## src/rtl/sram_req_arbiter_pkg.sv

```systemverilog
// Shared definitions for the sram request arbiter.
//   - owner encodings carried in the in-order owner FIFO
//   - sram-like transfer size encodings
//   - bundle of shared-port request attributes
//   - grant-lock state encoding
package sram_req_arbiter_pkg;

  localparam logic OWN_INST = 1'b0;
  localparam logic OWN_DATA = 1'b1;

  localparam logic [1:0] SIZE_BYTE = 2'd0;
  localparam logic [1:0] SIZE_HALF = 2'd1;
  localparam logic [1:0] SIZE_WORD = 2'd2;

  typedef struct packed {
    logic        wr;
    logic [1:0]  size;
    logic [31:0] addr;
    logic [31:0] wdata;
    logic        cache;
  } mem_attr_t;

  typedef enum logic {
    ST_OPEN   = 1'b0,
    ST_LOCKED = 1'b1
  } lock_state_t;

endpackage

```

## src/rtl/sram_req_arbiter_owner_fifo.sv

```systemverilog
// In-order owner FIFO: one {owner, drop} entry per accepted request.
// Ports:
//   clk, rst        clock, synchronous active-high reset (pointers/count only)
//   push_i          store push_owner_i at the write pointer
//   push_owner_i    owner of the entry being pushed
//   pop_i           retire the head entry
//   flush_i         mark every stored inst entry (and a same-cycle inst push) as drop
//   head_owner_o    owner of the head entry
//   head_drop_o     stored drop flag of the head entry
//   full_o, empty_o occupancy flags
module sram_req_arbiter_owner_fifo
  import sram_req_arbiter_pkg::*;
#(
  parameter int DEPTH = 4,
  parameter int PTR_W = 2
) (
  input  logic clk,
  input  logic rst,
  input  logic push_i,
  input  logic push_owner_i,
  input  logic pop_i,
  input  logic flush_i,
  output logic head_owner_o,
  output logic head_drop_o,
  output logic full_o,
  output logic empty_o
);

  localparam logic [PTR_W:0] FULL_CNT = (PTR_W + 1)'(DEPTH);

  logic [DEPTH-1:0] owner_q, owner_d;
  logic [DEPTH-1:0] drop_q, drop_d;
  logic [PTR_W-1:0] wr_ptr_q, wr_ptr_d;
  logic [PTR_W-1:0] rd_ptr_q, rd_ptr_d;
  logic [PTR_W:0]   count_q, count_d;

  always_comb begin
    owner_d  = owner_q;
    drop_d   = drop_q;
    wr_ptr_d = wr_ptr_q;
    rd_ptr_d = rd_ptr_q;
    count_d  = count_q;

    // Marking unoccupied slots is harmless: a later push rewrites drop.
    if (flush_i) begin
      for (int i = 0; i < DEPTH; i++) begin
        if (owner_q[i] == OWN_INST) drop_d[i] = 1'b1;
      end
    end

    if (push_i) begin
      owner_d[wr_ptr_q] = push_owner_i;
      drop_d[wr_ptr_q]  = flush_i && (push_owner_i == OWN_INST);
      wr_ptr_d          = wr_ptr_q + PTR_W'(1);
    end

    if (pop_i) rd_ptr_d = rd_ptr_q + PTR_W'(1);

    case ({push_i, pop_i})
      2'b10:   count_d = count_q + (PTR_W + 1)'(1);
      2'b01:   count_d = count_q - (PTR_W + 1)'(1);
      default: count_d = count_q;
    endcase
  end

  always_ff @(posedge clk) begin
    if (rst) begin
      wr_ptr_q <= '0;
      rd_ptr_q <= '0;
      count_q  <= '0;
    end else begin
      wr_ptr_q <= wr_ptr_d;
      rd_ptr_q <= rd_ptr_d;
      count_q  <= count_d;
    end
  end

  always_ff @(posedge clk) begin
    owner_q <= owner_d;
    drop_q  <= drop_d;
  end

  assign head_owner_o = owner_q[rd_ptr_q];
  assign head_drop_o  = drop_q[rd_ptr_q];
  assign full_o       = (count_q == FULL_CNT);
  assign empty_o      = (count_q == '0);

endmodule

```

## src/rtl/sram_req_arbiter.sv

```systemverilog
// Shares one sram-like port between instruction fetch and data requesters.
// One grant per cycle; every accepted request's owner is queued in order so
// each mem_data_ok_i is steered back to its requester. Fetch responses
// outstanding at an inst_flush_i are swallowed.
// Optional build macro ARB_ROUND_ROBIN_EN: alternate grants between the two
// requesters (last_owner register, reset to data) instead of fixed data priority.
// Ports:
//   clk, rst                     clock, synchronous active-high reset
//   inst_*_i / inst_*_o          fetch request side (64-bit read data)
//   data_*_i / data_*_o          load/store request side (32-bit read data)
//   mem_*_o / mem_*_i            shared sram-like port
//   arb_err_o                    sticky: response arrived with nothing outstanding
module sram_req_arbiter
  import sram_req_arbiter_pkg::*;
#(
  parameter int MAX_OUTSTANDING = 4,
  parameter int PTR_W           = 2
) (
  input  logic        clk,
  input  logic        rst,
  input  logic        inst_req_i,
  input  logic [31:0] inst_addr_i,
  input  logic        inst_cache_i,
  input  logic        inst_flush_i,
  output logic        inst_addr_ok_o,
  output logic        inst_data_ok_o,
  output logic [63:0] inst_rdata_o,
  input  logic        data_req_i,
  input  logic        data_wr_i,
  input  logic [1:0]  data_size_i,
  input  logic [31:0] data_addr_i,
  input  logic [31:0] data_wdata_i,
  input  logic        data_cache_i,
  output logic        data_addr_ok_o,
  output logic        data_data_ok_o,
  output logic [31:0] data_rdata_o,
  output logic        mem_req_o,
  output logic        mem_wr_o,
  output logic [1:0]  mem_size_o,
  output logic [31:0] mem_addr_o,
  output logic [31:0] mem_wdata_o,
  output logic        mem_cache_o,
  input  logic        mem_addr_ok_i,
  input  logic        mem_data_ok_i,
  input  logic [63:0] mem_rdata_i,
  output logic        arb_err_o
);

  lock_state_t state_q, state_d;
  logic        lock_owner_q, lock_owner_d;
  mem_attr_t   attr_q, attr_d;
  logic        arb_err_q, arb_err_d;

  logic        gnt_vld;
  logic        gnt_owner;
  mem_attr_t   mem_attr;
  logic        accept;
  logic        pop;
  logic        drop_eff;
  logic        fifo_full, fifo_empty;
  logic        head_owner, head_drop;

`ifdef ARB_ROUND_ROBIN_EN
  logic        last_owner_q, last_owner_d;
`endif

  // Grant selection. A locked request keeps its owner regardless of the
  // other side; issue is blocked at full even if a pop happens this cycle.
  always_comb begin
    gnt_vld   = 1'b0;
    gnt_owner = OWN_DATA;
    if (state_q == ST_LOCKED) begin
      gnt_vld   = 1'b1;
      gnt_owner = lock_owner_q;
    end else if (!fifo_full) begin
`ifdef ARB_ROUND_ROBIN_EN
      if (data_req_i && inst_req_i) begin
        gnt_vld   = 1'b1;
        gnt_owner = ~last_owner_q;
      end else if (data_req_i) begin
        gnt_vld   = 1'b1;
        gnt_owner = OWN_DATA;
      end else if (inst_req_i) begin
        gnt_vld   = 1'b1;
        gnt_owner = OWN_INST;
      end
`else
      if (data_req_i) begin
        gnt_vld   = 1'b1;
        gnt_owner = OWN_DATA;
      end else if (inst_req_i) begin
        gnt_vld   = 1'b1;
        gnt_owner = OWN_INST;
      end
`endif
    end
  end

  // Attributes come from the captured copy while locked so the port stays
  // stable even if the other requester's inputs move.
  always_comb begin
    mem_attr = '0;
    if (state_q == ST_LOCKED) begin
      mem_attr = attr_q;
    end else if (gnt_vld) begin
      if (gnt_owner == OWN_DATA) begin
        mem_attr.wr    = data_wr_i;
        mem_attr.size  = data_size_i;
        mem_attr.addr  = data_addr_i;
        mem_attr.wdata = data_wdata_i;
        mem_attr.cache = data_cache_i;
      end else begin
        mem_attr.wr    = 1'b0;
        mem_attr.size  = SIZE_WORD;
        mem_attr.addr  = inst_addr_i;
        mem_attr.wdata = 32'd0;
        mem_attr.cache = inst_cache_i;
      end
    end
  end

  assign mem_req_o   = gnt_vld;
  assign mem_wr_o    = mem_attr.wr;
  assign mem_size_o  = mem_attr.size;
  assign mem_addr_o  = mem_attr.addr;
  assign mem_wdata_o = mem_attr.wdata;
  assign mem_cache_o = mem_attr.cache;

  assign accept         = gnt_vld && mem_addr_ok_i;
  assign inst_addr_ok_o = accept && (gnt_owner == OWN_INST);
  assign data_addr_ok_o = accept && (gnt_owner == OWN_DATA);

  // Grant lock FSM
  always_comb begin
    state_d      = state_q;
    lock_owner_d = gnt_owner;
    attr_d       = mem_attr;
    case (state_q)
      ST_OPEN:   if (gnt_vld && !mem_addr_ok_i) state_d = ST_LOCKED;
      ST_LOCKED: if (mem_addr_ok_i) state_d = ST_OPEN;
      default:   state_d = ST_OPEN;
    endcase
  end

  // A flush in the pop cycle also suppresses the head response.
  assign pop            = mem_data_ok_i && !fifo_empty;
  assign drop_eff       = head_drop || inst_flush_i;
  assign data_data_ok_o = pop && (head_owner == OWN_DATA);
  assign inst_data_ok_o = pop && (head_owner == OWN_INST) && !drop_eff;
  assign data_rdata_o   = data_data_ok_o ? mem_rdata_i[31:0] : 32'd0;
  assign inst_rdata_o   = inst_data_ok_o ? mem_rdata_i : 64'd0;

  assign arb_err_d = arb_err_q || (mem_data_ok_i && fifo_empty);
  assign arb_err_o = arb_err_q;

`ifdef ARB_ROUND_ROBIN_EN
  assign last_owner_d = accept ? gnt_owner : last_owner_q;
`endif

  always_ff @(posedge clk) begin
    if (rst) begin
      state_q   <= ST_OPEN;
      arb_err_q <= 1'b0;
`ifdef ARB_ROUND_ROBIN_EN
      last_owner_q <= OWN_DATA;
`endif
    end else begin
      state_q   <= state_d;
      arb_err_q <= arb_err_d;
`ifdef ARB_ROUND_ROBIN_EN
      last_owner_q <= last_owner_d;
`endif
    end
  end

  always_ff @(posedge clk) begin
    lock_owner_q <= lock_owner_d;
    attr_q       <= attr_d;
  end

  sram_req_arbiter_owner_fifo #(
    .DEPTH (MAX_OUTSTANDING),
    .PTR_W (PTR_W)
  ) u_owner_fifo (
    .clk          (clk),
    .rst          (rst),
    .push_i       (accept),
    .push_owner_i (gnt_owner),
    .pop_i        (pop),
    .flush_i      (inst_flush_i),
    .head_owner_o (head_owner),
    .head_drop_o  (head_drop),
    .full_o       (fifo_full),
    .empty_o      (fifo_empty)
  );

endmodule

```

## config.mk

```make
export PLATFORM = sky130hd
export DESIGN_NAME = sram_req_arbiter
export DESIGN_NICKNAME = d
export VERILOG_FILES = /design/src/rtl/sram_req_arbiter_pkg.sv /design/src/rtl/sram_req_arbiter_owner_fifo.sv /design/src/rtl/sram_req_arbiter.sv
export SDC_FILE = /design/constraint.sdc
export NUM_CORES = 1
export LEC_CHECK = 0
export ABC_CLOCK_PERIOD_IN_PS = 3050
export CAP_MARGIN = 40
export CORE_AREA = 2 2 131 133
export CTS_CLUSTER_DIAMETER = 80
export DETAILED_ROUTE_END_ITERATION = 8
export DIE_AREA = 0 0 133 135
export DONT_BUFFER_PORTS = 1
export PLACE_DENSITY = 0.43
export SETUP_SLACK_MARGIN = 0.02
export SLEW_MARGIN = 30
export SYNTH_ARGS = -nofsm -noshare
export SYNTH_HDL_FRONTEND = slang
export SYNTH_SLANG_ARGS = --single-unit
```

## constraint.sdc

```tcl
create_clock -name clk -period 3.05 [get_ports clk]
set_clock_uncertainty 0.2 [all_clocks]
set_input_delay 0.305 -clock clk [delete_from_list [all_inputs] [get_ports clk]]
set_output_delay 0.305 -clock clk [all_outputs]
set_load 0.01 [all_outputs]
```

-- After elaboration in Yosys (flattened, before gate mapping)
Cells that the tools add are included.
- $add $sub $neg: 4
- equality and inequality tests: 3
- muxes and demuxes: 31
- $lt $le $gt $ge: 3
- bitwise gates (word level): 3
- reductions and logical operators: 18
- operator list (cell ; count):
    68-bit 2-to-1 mux ; 3
    64-bit 2-to-1 mux ; 1
    32-bit 2-to-1 mux ; 1
    1-bit 2-to-1 mux ; 17
    1-bit logical AND ; 11
    4-bit bitwise mux ; 2
    4-bit 2-to-1 mux ; 2
    2-bit by 3-bit less-than comparator with 1-bit output (second input constant) ; 2
    3-bit one-hot mux with 2 select lines ; 1
    2-bit by 1-bit adder with 2-bit output (second input constant) ; 2
    1-bit binary-select mux with 2-bit select ; 2
    3-bit by 1-bit adder with 3-bit output (second input constant) ; 1
    3-bit == test (second input constant) ; 1
    1-bit zero test ; 3
    3-bit zero test ; 1
    1-bit inverter ; 3
    3-bit by 1-bit subtractor with 3-bit output (second input constant) ; 1
    1-bit demux with 2-bit select ; 1
    2-bit by 1-bit == test with 1-bit output (second input constant) ; 1
    2-bit == test (second input constant) ; 1
    2-bit by 1-bit greater-or-equal comparator with 1-bit output (second input constant) ; 1
    1-bit logical OR ; 2
    1-bit one-hot mux with 2 select lines ; 1
    2-bit nonzero test ; 1
- logic and storage cells: 75
- register bits: 86
- input bits: 172
- output and inout bits: 170

-- Logic depth before layout (Yosys ltp)
Gate-level depths: netlist of run 1.
- depth in word-level cells: 8
- gate-level depth with buffers: 9
- depth with buffers taken out: 8

-- Hierarchy
A second synthesis of run 1 with hierarchy kept.
- cells, all modules: 474
- area total of the unflattened synthesis: 4299.1 um2
- modules (own cells, without submodules) (module ; seq. area each (um2) ; times used ; cells each ; area an instance (um2)):
    sram_req_arbiter ; 1421.4 ; 1 ; 399 ; 3580.9
    sram_req_arbiter_owner_fifo ; 340.3 ; 1 ; 75 ; 718.2

-- Least setup slack after synthesis of run 1
Ideal clock, no wire load.
- kind: register to register
- start: register u_owner_fifo.count_q[0]
- end: register u_owner_fifo.count_q[2]
- arrival: 2.338 ns
- setup time: 0.070 ns
- clock period less this slack: 2.608 ns
- stages on the path, launching flop included: 10
- path slack: 0.442 ns
- path buffers: 1
- data required time: 2.780 ns
- cell sequence: dfxtp_1 buf_2 or4b_1 nand3_1 ha_1 inv_1 fa_1 xor2_1 or3_1 a21oi_1
- cells in the longest elaborated chain, start to end: 6
- elaborated cells on any way between the ends: 13
- classes of those cells: add/sub: 2; eq/ne: 3; mux: 3; reduce/logical: 5
- ends and longest elaborated chain (what ; RTL line ; text):
    from (decl) ; sram_req_arbiter_owner_fifo.sv:35 ; logic [PTR_W:0] count_q, count_d;
    from (signal assigned) ; sram_req_arbiter_owner_fifo.sv:74 ; count_q <= count_d;
    3-bit == test ; sram_req_arbiter_owner_fifo.sv:85 ; assign full_o = (count_q == FULL_CNT);
    1-bit 2-to-1 mux ; sram_req_arbiter.sv:75 ; end else if (!fifo_full) begin
    1-bit 2-to-1 mux ; sram_req_arbiter.sv:72 ; if (state_q == ST_LOCKED) begin
    1-bit logical AND ; sram_req_arbiter.sv:129 ; assign accept = gnt_vld && mem_addr_ok_i;
    2-bit by 1-bit == test with 1-bit output / 2-bit == test (equally long branches) ; sram_req_arbiter_owner_fifo.sv:59 ; case ({push_i, pop_i})
    3-bit one-hot mux with 2 select lines / 2-bit nonzero test (equally long branches) ; n/a ;
Parallel ways exist; a longest one is shown, timed or not.
A chain may end at the register's enable or synchronous reset.

-- Final worst setup path of run 1
- start: register u_owner_fifo.count_q[0]
- end: output port mem_addr_o[11]
- cells in the longest elaborated chain, start to end: 6
- elaborated cells on any way between the ends: 8
- classes of those cells: eq/ne: 1; mux: 7
- ends and longest elaborated chain (what ; RTL line ; text):
    3-bit == test (*) ; sram_req_arbiter_owner_fifo.sv:85 ;
    1-bit 2-to-1 mux ; sram_req_arbiter.sv:75 ;
    1-bit 2-to-1 mux ; sram_req_arbiter.sv:72 ;
    68-bit 2-to-1 mux ; sram_req_arbiter.sv:106 ; if (gnt_owner == OWN_DATA) begin
    68-bit 2-to-1 mux (*) ; sram_req_arbiter.sv:105 ; end else if (gnt_vld) begin
    68-bit 2-to-1 mux (*) ; sram_req_arbiter.sv:103 ; if (state_q == ST_LOCKED) begin
    to (decl) ; sram_req_arbiter.sv:40 ; output logic [31:0] mem_addr_o,
Mark *: on every way between the ends. The rest lies on a longest branch, timed or not.

==> impl_results.md, run 1 <==
- Status: completed
- Asr flop ratio synth: 0
- Peak VDD IR: between 200 and 300 uV
- Final hold viol count: 0
- RSZ-0062 raised after global routing: no
- Cell row count: 47
- DR WL/cell: approximately 21 um
- Max-cap viol count: 0
- CP required: between 2 and 3 ns
- Worst path arrival time: about 2.3 ns
- Post-DRT Antenna Nets: 0
- Via Count: around 3,700
- Area delta synth->final: 20.6%
- Finished Core Util: 0.309
- Iteration count of the initial detailed-routing pass: 4
- Initial Utilization: 0.256
- CTS Root Cell: clkbuf_16
- Setup bufs post-CTS: 0
- Final Setup Violations: 0
- PwrDens: about 720 nW/um^2
- Diode count: 0
- # fillers: roughly 1,700
- Post-synth EDFFs: 4
- Max-slew headroom: 0.541
- Setup CP Type: reg -> out
- Type of origin of the critical path: register
- Synthesis-stage register bit count: 86
- Final hold slack: 0.0151 ns
- Initial antenna violation count: 2
- Layout cells sized above 1: 0.0957
- CTS Buffer Depth: 2
- Largest net degree at the start of global routing: 66
- DR vias/cell: 5.16
- Nets@finish: about 660
- Top cells by area, synth: dfxtp_1 39%, and2_1 14%, a22o_1 7.1%
- Overall Power: about 3.7 mW
- Residual DRC count: 0
- Final Critical Period: between 2 and 3 ns
- I/O Buffers: 0
- Chip width: approximately 130 um
- Vias in the first global route: ~3,600
- Least-Margin Pin Slew: 0.685 ns
- Clock buffer count from CTS: 9
- Total wire length: 14.8 mm
- DP HPWL: 11.3 mm
- Max Fclk: 0.352 GHz
- Pleak: 2.05 nW
- Crit. End Element: output port
- Mean post-synth cell area: 8.80 sq um
- GRT Util Overall: 0.157
- Critical-path maximum fanout: 36
- Gpl congestion: approximately 0.90
- Final period utilization: 0.931
- Setup TNS: 0 ns
- H-tree depth: 3
- Clk_lat worst skew: 0.34 ns
- TritonCTS Sinks: 86
- Cell area after synthesis: about 4200 sq um
- Non-Filler Cell Area, Final: 5070 sq um
- Final slew viol count: 0
- Yosys warning count: 0
- Top-count cell post-synth: and2_1
- Synth Flop Type: dfxtp_1
- Syn_nets: between 600 and 700
- Sequential fraction of the synthesis area: 0.419
- I/O pins: approximately 340
- Synth area leader: dfxtp_1
- HP Class: in -> reg
- Commonest cells post-synth: 96 x and2_1, 82 x dfxtp_1, 45 x inv_1
- TritonCTS clock tree: built
- Die area: 18,000 sq um
- Initial drt markers: 145
- Post-placement cell area: roughly 4400 sq um
- GRT Residual Overflow: 0
- Distinct cells, synth: 39
- Chip Height: 135 um
- Post-synth top area share: 0.390
- Clock transition at path regs: roughly 0.07 ns
- Total core area: between 15,000 and 20,000 sq um
- Syn Inst Count: 478
- First-pass GRT wire length: approximately 22 mm
## kinds of logic (layout without fill, tap and decap cells)
group / Yosys count / count (layout) / share of synthesized area
XOR/XNOR: 4 / 4 / 0.00833
adder cells (fa/ha/maj): 6 / 6 / 0.0196
AND/OR/NAND/NOR: 200 / 200 / 0.273
buffers and inverters: 91 / 104 / 0.0925
multiplexers: 2 / 2 / 0.0107
AO/OA/AOI/OAI: 89 / 89 / 0.177
flip-flops: 86 / 86 / 0.419
## state kept, by name, summed over array words and instances, names as in the netlist
signal	cells
arb_err_o	1
state_q	1
lock_owner_q	1
u_owner_fifo.rd_ptr_q	2
attr_q	68
u_owner_fifo.wr_ptr_q	2
u_owner_fifo.drop_q	4
u_owner_fifo.count_q	3
u_owner_fifo.owner_q	4
## critical path, cell delays in order, from the launching register on
cell and delay [ns]:
dfxtp_1 0.49, or3b_1 0.19, buf_4 0.37, o211ai_1 0.17
buf_6 0.23, o311ai_1 0.53
## worst paths after layout
check | startpoint | end | slack, ns | cells after the start
max reg2reg | u_owner_fifo.count_q[0] | u_owner_fifo.count_q[2] | 0.32 | 8
min reg2reg | u_owner_fifo.drop_q[1] | u_owner_fifo.drop_q[1] | 0.29 | 2
max | u_owner_fifo.count_q[0] | mem_addr_o[11] | 0.21 | 5
min | data_wdata_i[19] | attr_q[20] | 0.02 | 1
## layout make-up
type	instances	area, sq um	area share
Multi-Input combinational cell	301	2160	0.426
Sequential cell	86	1760	0.348
Timing Repair Buffer	42	404	0.0797
Tap cell	220	275	0.0543
Clock buffer	9	225	0.0444
Inverter	46	173	0.0340
Clock inverter	7	73.8	0.0146
## timing repair
action / CTS / global route
hold buffers: 29 / 2
hold endpoints to repair: 38 / 2
resized for setup: 0 / 12
endpoints found under the setup margin: 0 / 30
## through the flow
| stage | worst slack, ns | instances |
|---|---|---|
| global placement | 0.422 | 663 |
| global route | 0.0400 | 711 |
| CTS | 0.117 | 709 |
| floorplan | 0.442 | 478 |
| finish | 0.211 | 711 |
| detailed placement | 0.329 | 664 |
## per-layer routing
| layer | vias up | global-route usage | part of all wire |
|---|---|---|---|
| met4 | 2 | 0.0633 | 0.024 |
| met5 | - | 0 | 0.00088 |
| met2 | 231 | 0.274 | 0.51 |
| met3 | 20 | 0.0465 | 0.079 |
| li1 | 1699 | - | - |
| met1 | 1716 | 0.181 | 0.38 |
## cell usage in the layout (no fill, tap or decap), types with 3 or more instances in the layout
cell | netlist | final
nor2_1 | 8 | 8
dlygate4sd3_1 | 0 | 31
ha_1 | 5 | 5
o32ai_1 | 4 | 4
a21oi_1 | 6 | 5
xor2_1 | 4 | 4
dfxtp_1 | 82 | 81
clkbuf_16 | 0 | 9
buf_6 | 3 | 3
nand2_1 | 38 | 38
or3_1 | 6 | 6
o31ai_1 | 6 | 6
nand4_1 | 35 | 35
inv_1 | 45 | 45
o311ai_2 | 0 | 10
a22o_1 | 34 | 34
and2_1 | 96 | 96
o311ai_1 | 33 | 23
buf_4 | 1 | 8
nor2b_1 | 7 | 6
edfxtp_1 | 4 | 4
## where the power goes
part	total [mW]	switching (mW)	internal (mW)
clock	1.09	0.514	0.580
combinational	1.11	0.720	0.387
sequential	1.48	0.118	1.36
total	3.68	1.35	2.32
Note: power is estimated with default switching activity, not from simulation.
==> run 2: changes to the inputs <==
--- a/config.mk
+++ b/config.mk
@@ -5,14 +5,15 @@
 export SDC_FILE = /design/constraint.sdc
 export NUM_CORES = 1
 export LEC_CHECK = 0
+export ABC_AREA = 1
 export ABC_CLOCK_PERIOD_IN_PS = 3050
 export CAP_MARGIN = 40
-export CORE_AREA = 2 2 131 133
+export CORE_AREA = 2 2 134 136
 export CTS_CLUSTER_DIAMETER = 80
 export DETAILED_ROUTE_END_ITERATION = 8
-export DIE_AREA = 0 0 133 135
+export DIE_AREA = 0 0 136 138
 export DONT_BUFFER_PORTS = 1
-export PLACE_DENSITY = 0.43
+export PLACE_DENSITY = 0.44
 export SETUP_SLACK_MARGIN = 0.02
 export SLEW_MARGIN = 30
 export SYNTH_ARGS = -nofsm -noshare
==> impl_results.md, run 2 <==
- Initial antenna violation count: 2
- FF/Latch Area: about 1800 sq um
- Largest net degree at the start of global routing: 70
- Crit-path cells: buf_4 -> nor2_4 -> buf_12 -> nand3_1 -> nand2_1
- Final Setup Violations: 0
- Setup TNS: 0 ns
- Gpl congestion: slightly above 0.7
- Cell area after synthesis: approximately 4600 sq um
- Status: completed
- Chip width: approximately 140 um
- Syn_nets: 905
- Resized cells post-CTS: 0
- Final non-filler cell total: between 900 and 1,000
- CP peak stage delay: ~0.60 ns
- Vias in the first global route: 4,120
- I/O pins: between 300 and 400
- Area delta synth->final: 16.0%
- DR WL/cell: 16.6 um
- Compound-gate portion of the synthesized area: 0.0279
- Iteration count of the initial detailed-routing pass: 4
- Clk_lat worst skew: between 0.3 and 0.4 ns
- Pleak: about 3.0 nW
- Synth area leader: dfxtp_1
- Commonest cells post-synth: 193 x nand2_1, 154 x inv_1, 108 x nand3_1
- CP max stage cell: buf_4
- Asr flop ratio synth: 0
- Worst path arrival time: approximately 2 ns
- Die area: approximately 19,000 sq um
- Commonest non-fill, non-tap cell in the layout: nand2_1
- Top cells by area, synth: dfxtp_1 35%, nand2_1 16%, inv_1 12%
- Finished Core Util: 0.306
- DR vias/cell: 4.48
- Type of origin of the critical path: register
- Largest regs: attr_q: 68 flops, u_owner_fifo.drop_q: 4 flops, u_owner_fifo.owner_q: 4 flops
- Initial Utilization: 0.264
- Synth Area in Simple Gates: 0.391
- CTS Root Cell: clkbuf_16
- Syn Inst Count: about 730
- Crit. End Element: output port
- Final Critical Period: 2.51 ns
- Final hold viol count: 0
- Critical-path maximum fanout: 69
- Via Count: roughly 4,400
- Yosys warning count: 0
- DP HPWL: about 12 mm
- TritonCTS clock tree: built
- Multi-input logic area: approximately 2000 sq um
- First-pass GRT wire length: around 24 mm
- Clock buffer count from CTS: 9
- Main combinational cell family by area after synthesis: simple AND/OR/NAND/NOR gates
- Biggest register: attr_q
- Top-count cell post-synth: nand2_1
- Least-Margin Pin Slew: around 0.78 ns
- H-tree depth: 3
- Post-DRT Antenna Nets: 0
- HP Class: in -> reg
- Synth Flop Type: dfxtp_1
- Residual DRC count: 0
- I/O Buffers: 0
- Max reg flops: 68
- GRT Residual Overflow: 0
- Xor-xnor portion of the synthesized cell area: 0
- Final slew viol count: 0
- Cell row count: 49
- Setup CP Type: reg -> out
- Max-slew headroom: 0.482
- Most frequent cells in the layout: 193 x nand2_1, 154 x inv_1, 108 x nand3_1, 82 x nor2_1, 81 x dfxtp_1
- Mean post-synth cell area: between 6 and 7 sq um
- Post-synth top area share: 0.355
- Post-synth EDFFs: 4
- PwrDens: about 720 nW/um^2
- Total core area: between 15,000 and 20,000 sq um
- GRT Util Overall: 0.166
- Overall Power: 3.88 mW
- Sequential fraction of the synthesis area: 0.381
- Layout cells sized above 1: 0.0742
- Post-Synth Adder-Cell Area: 0.0178
- RSZ-0062 raised after global routing: no
- Max Fclk: 0.399 GHz
- Final hold slack: 0.0115 ns
- Max-cap viol count: 0
- Distinct cells, synth: 27
- Post-synthesis mux area share: 0
- Nets@finish: between 900 and 1,000
- Chip Height: roughly 140 um
- CTS Buffer Depth: 2
- TritonCTS Sinks: 86
- # fillers: ~2,000
- Total wire length: around 16 mm
- Placed cells: a little over 900
- Final period utilization: 0.822
- Peak VDD IR: roughly 300 uV
- CP required: ~2.5 ns
- Synthesis-stage register bit count: 86
- Initial drt markers: about 160
- Clock transition at path regs: approximately 0.060 ns
## run 2: cell types whose count changed after synthesis, sizes merged, moves of 9 or more
cell and change:
a22o -34, and2 -96, clkbuf -14, inv +111, nand2 +158, nand3 +109
nand4 -30, nor2 +97, o21ai +9, o311ai -34
## run 2: layout make-up
class | instances | area share
multi-input combinational | 445 | 0.377
sequential | 86 | 0.328
clock inverter | 7 | 0.0177
tap | 229 | 0.0534
antenna | 2 | 0.000932
inverter | 157 | 0.110
clock buffer | 9 | 0.0419
timing repair buffer | 37 | 0.0708
## run 2: worst max-delay path: cells and delay by family, from the launching register on
kind	cells	cell delay (ns)
simple gates	3	0.40
buf+inv	2	0.84
flops	1	0.33
## run 2: worst paths after layout
| kind | start | endpoint | slack, ns | depth (start not counted) |
|---|---|---|---|---|
| setup reg to reg | u_owner_fifo.count_q[0] | u_owner_fifo.count_q[2] | 0.72 | 10 |
| setup / recovery | state_q | mem_addr_o[19] | 0.54 | 5 |
| hold reg to reg | attr_q[52] | attr_q[52] | 0.32 | 2 |
| hold / removal | data_wdata_i[18] | attr_q[19] | 0.01 | 2 |
## run 2: kinds of logic (layout without fill, tap and decap cells)
kind of cell               count (synthesis)  count (layout)
other                                      0               2
DFF                                       86              86
buffers and inverters                    196             210
adders and majority gates                  6               6
and+or+nand+nor                          418             418
AOI/OAI and AO/OA                         21              21
## run 2: stage by stage
| step | area (sq um) | worst slack, ns |
|---|---|---|
| 2_1_floorplan | 4630 | 0.911 |
| 3_3_place_gp | 4730 | 0.771 |
| 3_5_place_dp | 4730 | 0.728 |
| 4_1_cts | 5360 | 0.502 |
| 5_1_grt | 5370 | 0.363 |
| 6_report | 5370 | 0.544 |
## run 2: where the power goes
part	internal (mW)	switching, mW	leakage [nW]
Sequential	1.40	0.0936	0.722
Clock	0.721	0.488	0.156
Combinational	0.312	0.869	2.11
## run 2: layer usage
metal  GRT usage  wire length (um)  vias to the layer above  share of wire
li1            -                 -                     2171              -
met1       0.173              5940                     1933           0.37
met2       0.300              8260                      232           0.51
met3      0.0521              1440                       22          0.089
met4      0.0773               473                        0          0.029
met5           0                 0                        -              0
## run 2: what timing repair did
| item | in CTS | in global routing |
|---|---|---|
| hold buffers | 31 | 0 |
| hold endpoints to repair | 32 | 0 |
| setup buffers | 0 | 0 |
==> run 3: changes to the inputs <==
--- a/config.mk
+++ b/config.mk
@@ -5,13 +5,13 @@
 export SDC_FILE = /design/constraint.sdc
 export NUM_CORES = 1
 export LEC_CHECK = 0
-export ABC_AREA = 1
-export ABC_CLOCK_PERIOD_IN_PS = 3050
+export ABC_AREA = 0
+export ABC_CLOCK_PERIOD_IN_PS = 2150
 export CAP_MARGIN = 40
-export CORE_AREA = 2 2 134 136
+export CORE_AREA = 2 2 131 133
 export CTS_CLUSTER_DIAMETER = 80
 export DETAILED_ROUTE_END_ITERATION = 8
-export DIE_AREA = 0 0 136 138
+export DIE_AREA = 0 0 133 135
 export DONT_BUFFER_PORTS = 1
 export PLACE_DENSITY = 0.44
 export SETUP_SLACK_MARGIN = 0.02
==> constraint.sdc (replaced) <==
create_clock -name clk -period 2.15 [get_ports clk]
set_clock_uncertainty 0.2 [all_clocks]
set_input_delay 0.215 -clock clk [delete_from_list [all_inputs] [get_ports clk]]
set_output_delay 0.215 -clock clk [all_outputs]
set_load 0.01 [all_outputs]
==> impl_results.md, run 3 (synthesized netlist as in run 1, its figures left out) <==
- Via Count: 4,565
- Largest regs: attr_q: 68 flops, u_owner_fifo.drop_q: 4 flops, u_owner_fifo.owner_q: 4 flops
- Total core area: 16,400 sq um
- Worst setup margin: -0.327 ns
- Total wire length: ~20 mm
- GRT Util Overall: 0.195
- TritonCTS clock tree: built
- TritonCTS Sinks: 86
- Cell row count: between 40 and 50
- Least-Margin Pin Slew: between 0.5 and 0.6 ns
- CTS Buffer Depth: 2
- Max reg flops: 68
- FF/Latch Area: approximately 1800 sq um
- Area delta synth->final: 91.9%
- Status: finished with violations
- Initial Utilization: 0.256
- Overall Power: ~7.5 mW
- Initial antenna violation count: 0
- Die area: 18,000 sq um
- Vias in the first global route: approximately 4,600
- Critical-path maximum fanout: 16
- Clock buffer count from CTS: 9
- Max-cap viol count: 0
- Crit path from: u_owner_fifo.owner_q[2]
- Violated checks: setup timing
- CTS Root Cell: clkbuf_16
- Chip width: around 130 um
- Final Setup Violations: 169
- CP required: between 1.5 and 2 ns
- Commonest non-fill, non-tap cell in the layout: and2_4
- Residual DRC count: 0
- Diode count: 0
- HP Start: inst_addr_i[10]
- PwrDens: between 900 and 1000 nW/um^2
- Most frequent cells in the layout: 96 x and2_4, 92 x dlygate4sd3_1, 77 x dfxtp_1, 45 x buf_4, 44 x inv_1
- Nets@finish: about 830
- Final Critical Period: 2.48 ns
- Final hold viol count: 0
- Multi-input logic area: 3250 sq um
- Initial drt markers: around 220
- DP HPWL: roughly 12 mm
- Max-slew headroom: 0.636
- Peak VDD IR: about 540 uV
- Max Fclk: between 0.4 and 0.5 GHz
- Final slew viol count: 0
- H-tree depth: 3
- Pleak: 3.59 nW
- Crit. End Element: output port
- Iteration count of the initial detailed-routing pass: 4
- I/O Buffers: 0
- HP Class: in -> reg
- DR WL/cell: between 20 and 25 um
- Reg-to-Reg Start: u_owner_fifo.count_q[0]
- Largest net degree at the start of global routing: between 60 and 70
- I/O pins: 342
- Clock transition at path regs: approximately 0.070 ns
- # fillers: between 1,000 and 1,500
- Worst path arrival time: between 2 and 2.5 ns
- Final period utilization: 1.15
- Clk_lat worst skew: around 0.35 ns
- Layout cells sized above 1: 0.477
- RSZ-0062 raised after global routing: yes
- Gpl congestion: about 0.94
- First-pass GRT wire length: roughly 27 mm
- Pre-CTS WS: -0.178 ns
- Setup CP Type: reg -> out
- Post-DRT Antenna Nets: 0
- Biggest register: attr_q
- Type of origin of the critical path: register
- DR vias/cell: around 5.2
- Chip Height: 135 um
- GRT Residual Overflow: 0
run 3: metal layers:
layer / vias to the layer above / global-route usage / routed length [um]
met3: 37 / 0.0646 / 1460
met4: 0 / 0.0848 / 773
li1: 2039 / - / -
met2: 257 / 0.381 / 11400
met1: 2232 / 0.185 / 6810
met5: - / 0 / 0
run 3: report_power, final:
group | switching [mW] | internal, mW
clock network | 0.695 | 1.02
logic | 1.78 | 1.94
registers | 0.146 | 1.93
total | 2.62 | 4.89
run 3: cell type report:
cell class | instances | area share
clock buffers | 9 | 0.0279
clock inverters | 7 | 0.0119
inverters | 46 | 0.0214
multi-input cells | 305 | 0.403
flip-flops and latches | 86 | 0.219
well taps | 220 | 0.0341
repair buffers | 203 | 0.283
run 3: path summary, 6_finish.rpt:
kind                                   to  slack (ns)  cells after the start
setup / recovery         inst_rdata_o[55]       -0.33                      5
hold / removal                 attr_q[43]        0.02                      3
setup reg to reg  u_owner_fifo.count_q[2]       -0.21                      8
hold reg to reg    u_owner_fifo.drop_q[0]        0.28                      2
run 3: critical path, stage by stage, from the launching register on:
cell       delay [ns]
edfxtp_1         0.42
mux4_2           0.52
nor4_4           0.24
buf_6            0.18
clkbuf_16        0.18
and2_4           0.17
run 3: what timing repair did:
action | CTS | global route
hold buffers | 92 | 1
buffers inserted | 18 | 17
cloned | 12 | 9
pin swaps | 6 | 16
resized for setup | 99 | 173
setup endpoints to repair | 170 | 170
endpoints found under the hold margin | 77 | 1
run 3: metrics by stage:
stage                util  instances  hold WS, ns  setup TNS [ns]  cell area [sq um]
floorplan               -        478        0.156          -0.348               4240
global placement    0.295        714       0.0929          -0.149               4840
detailed placement  0.295        714       0.0890           -2.43               4840
CTS                 0.424        852      0.00133          -39.40               6960
global route        0.492        876       0.0124          -51.94               8070
finish              0.492        876       0.0247          -42.11               8070
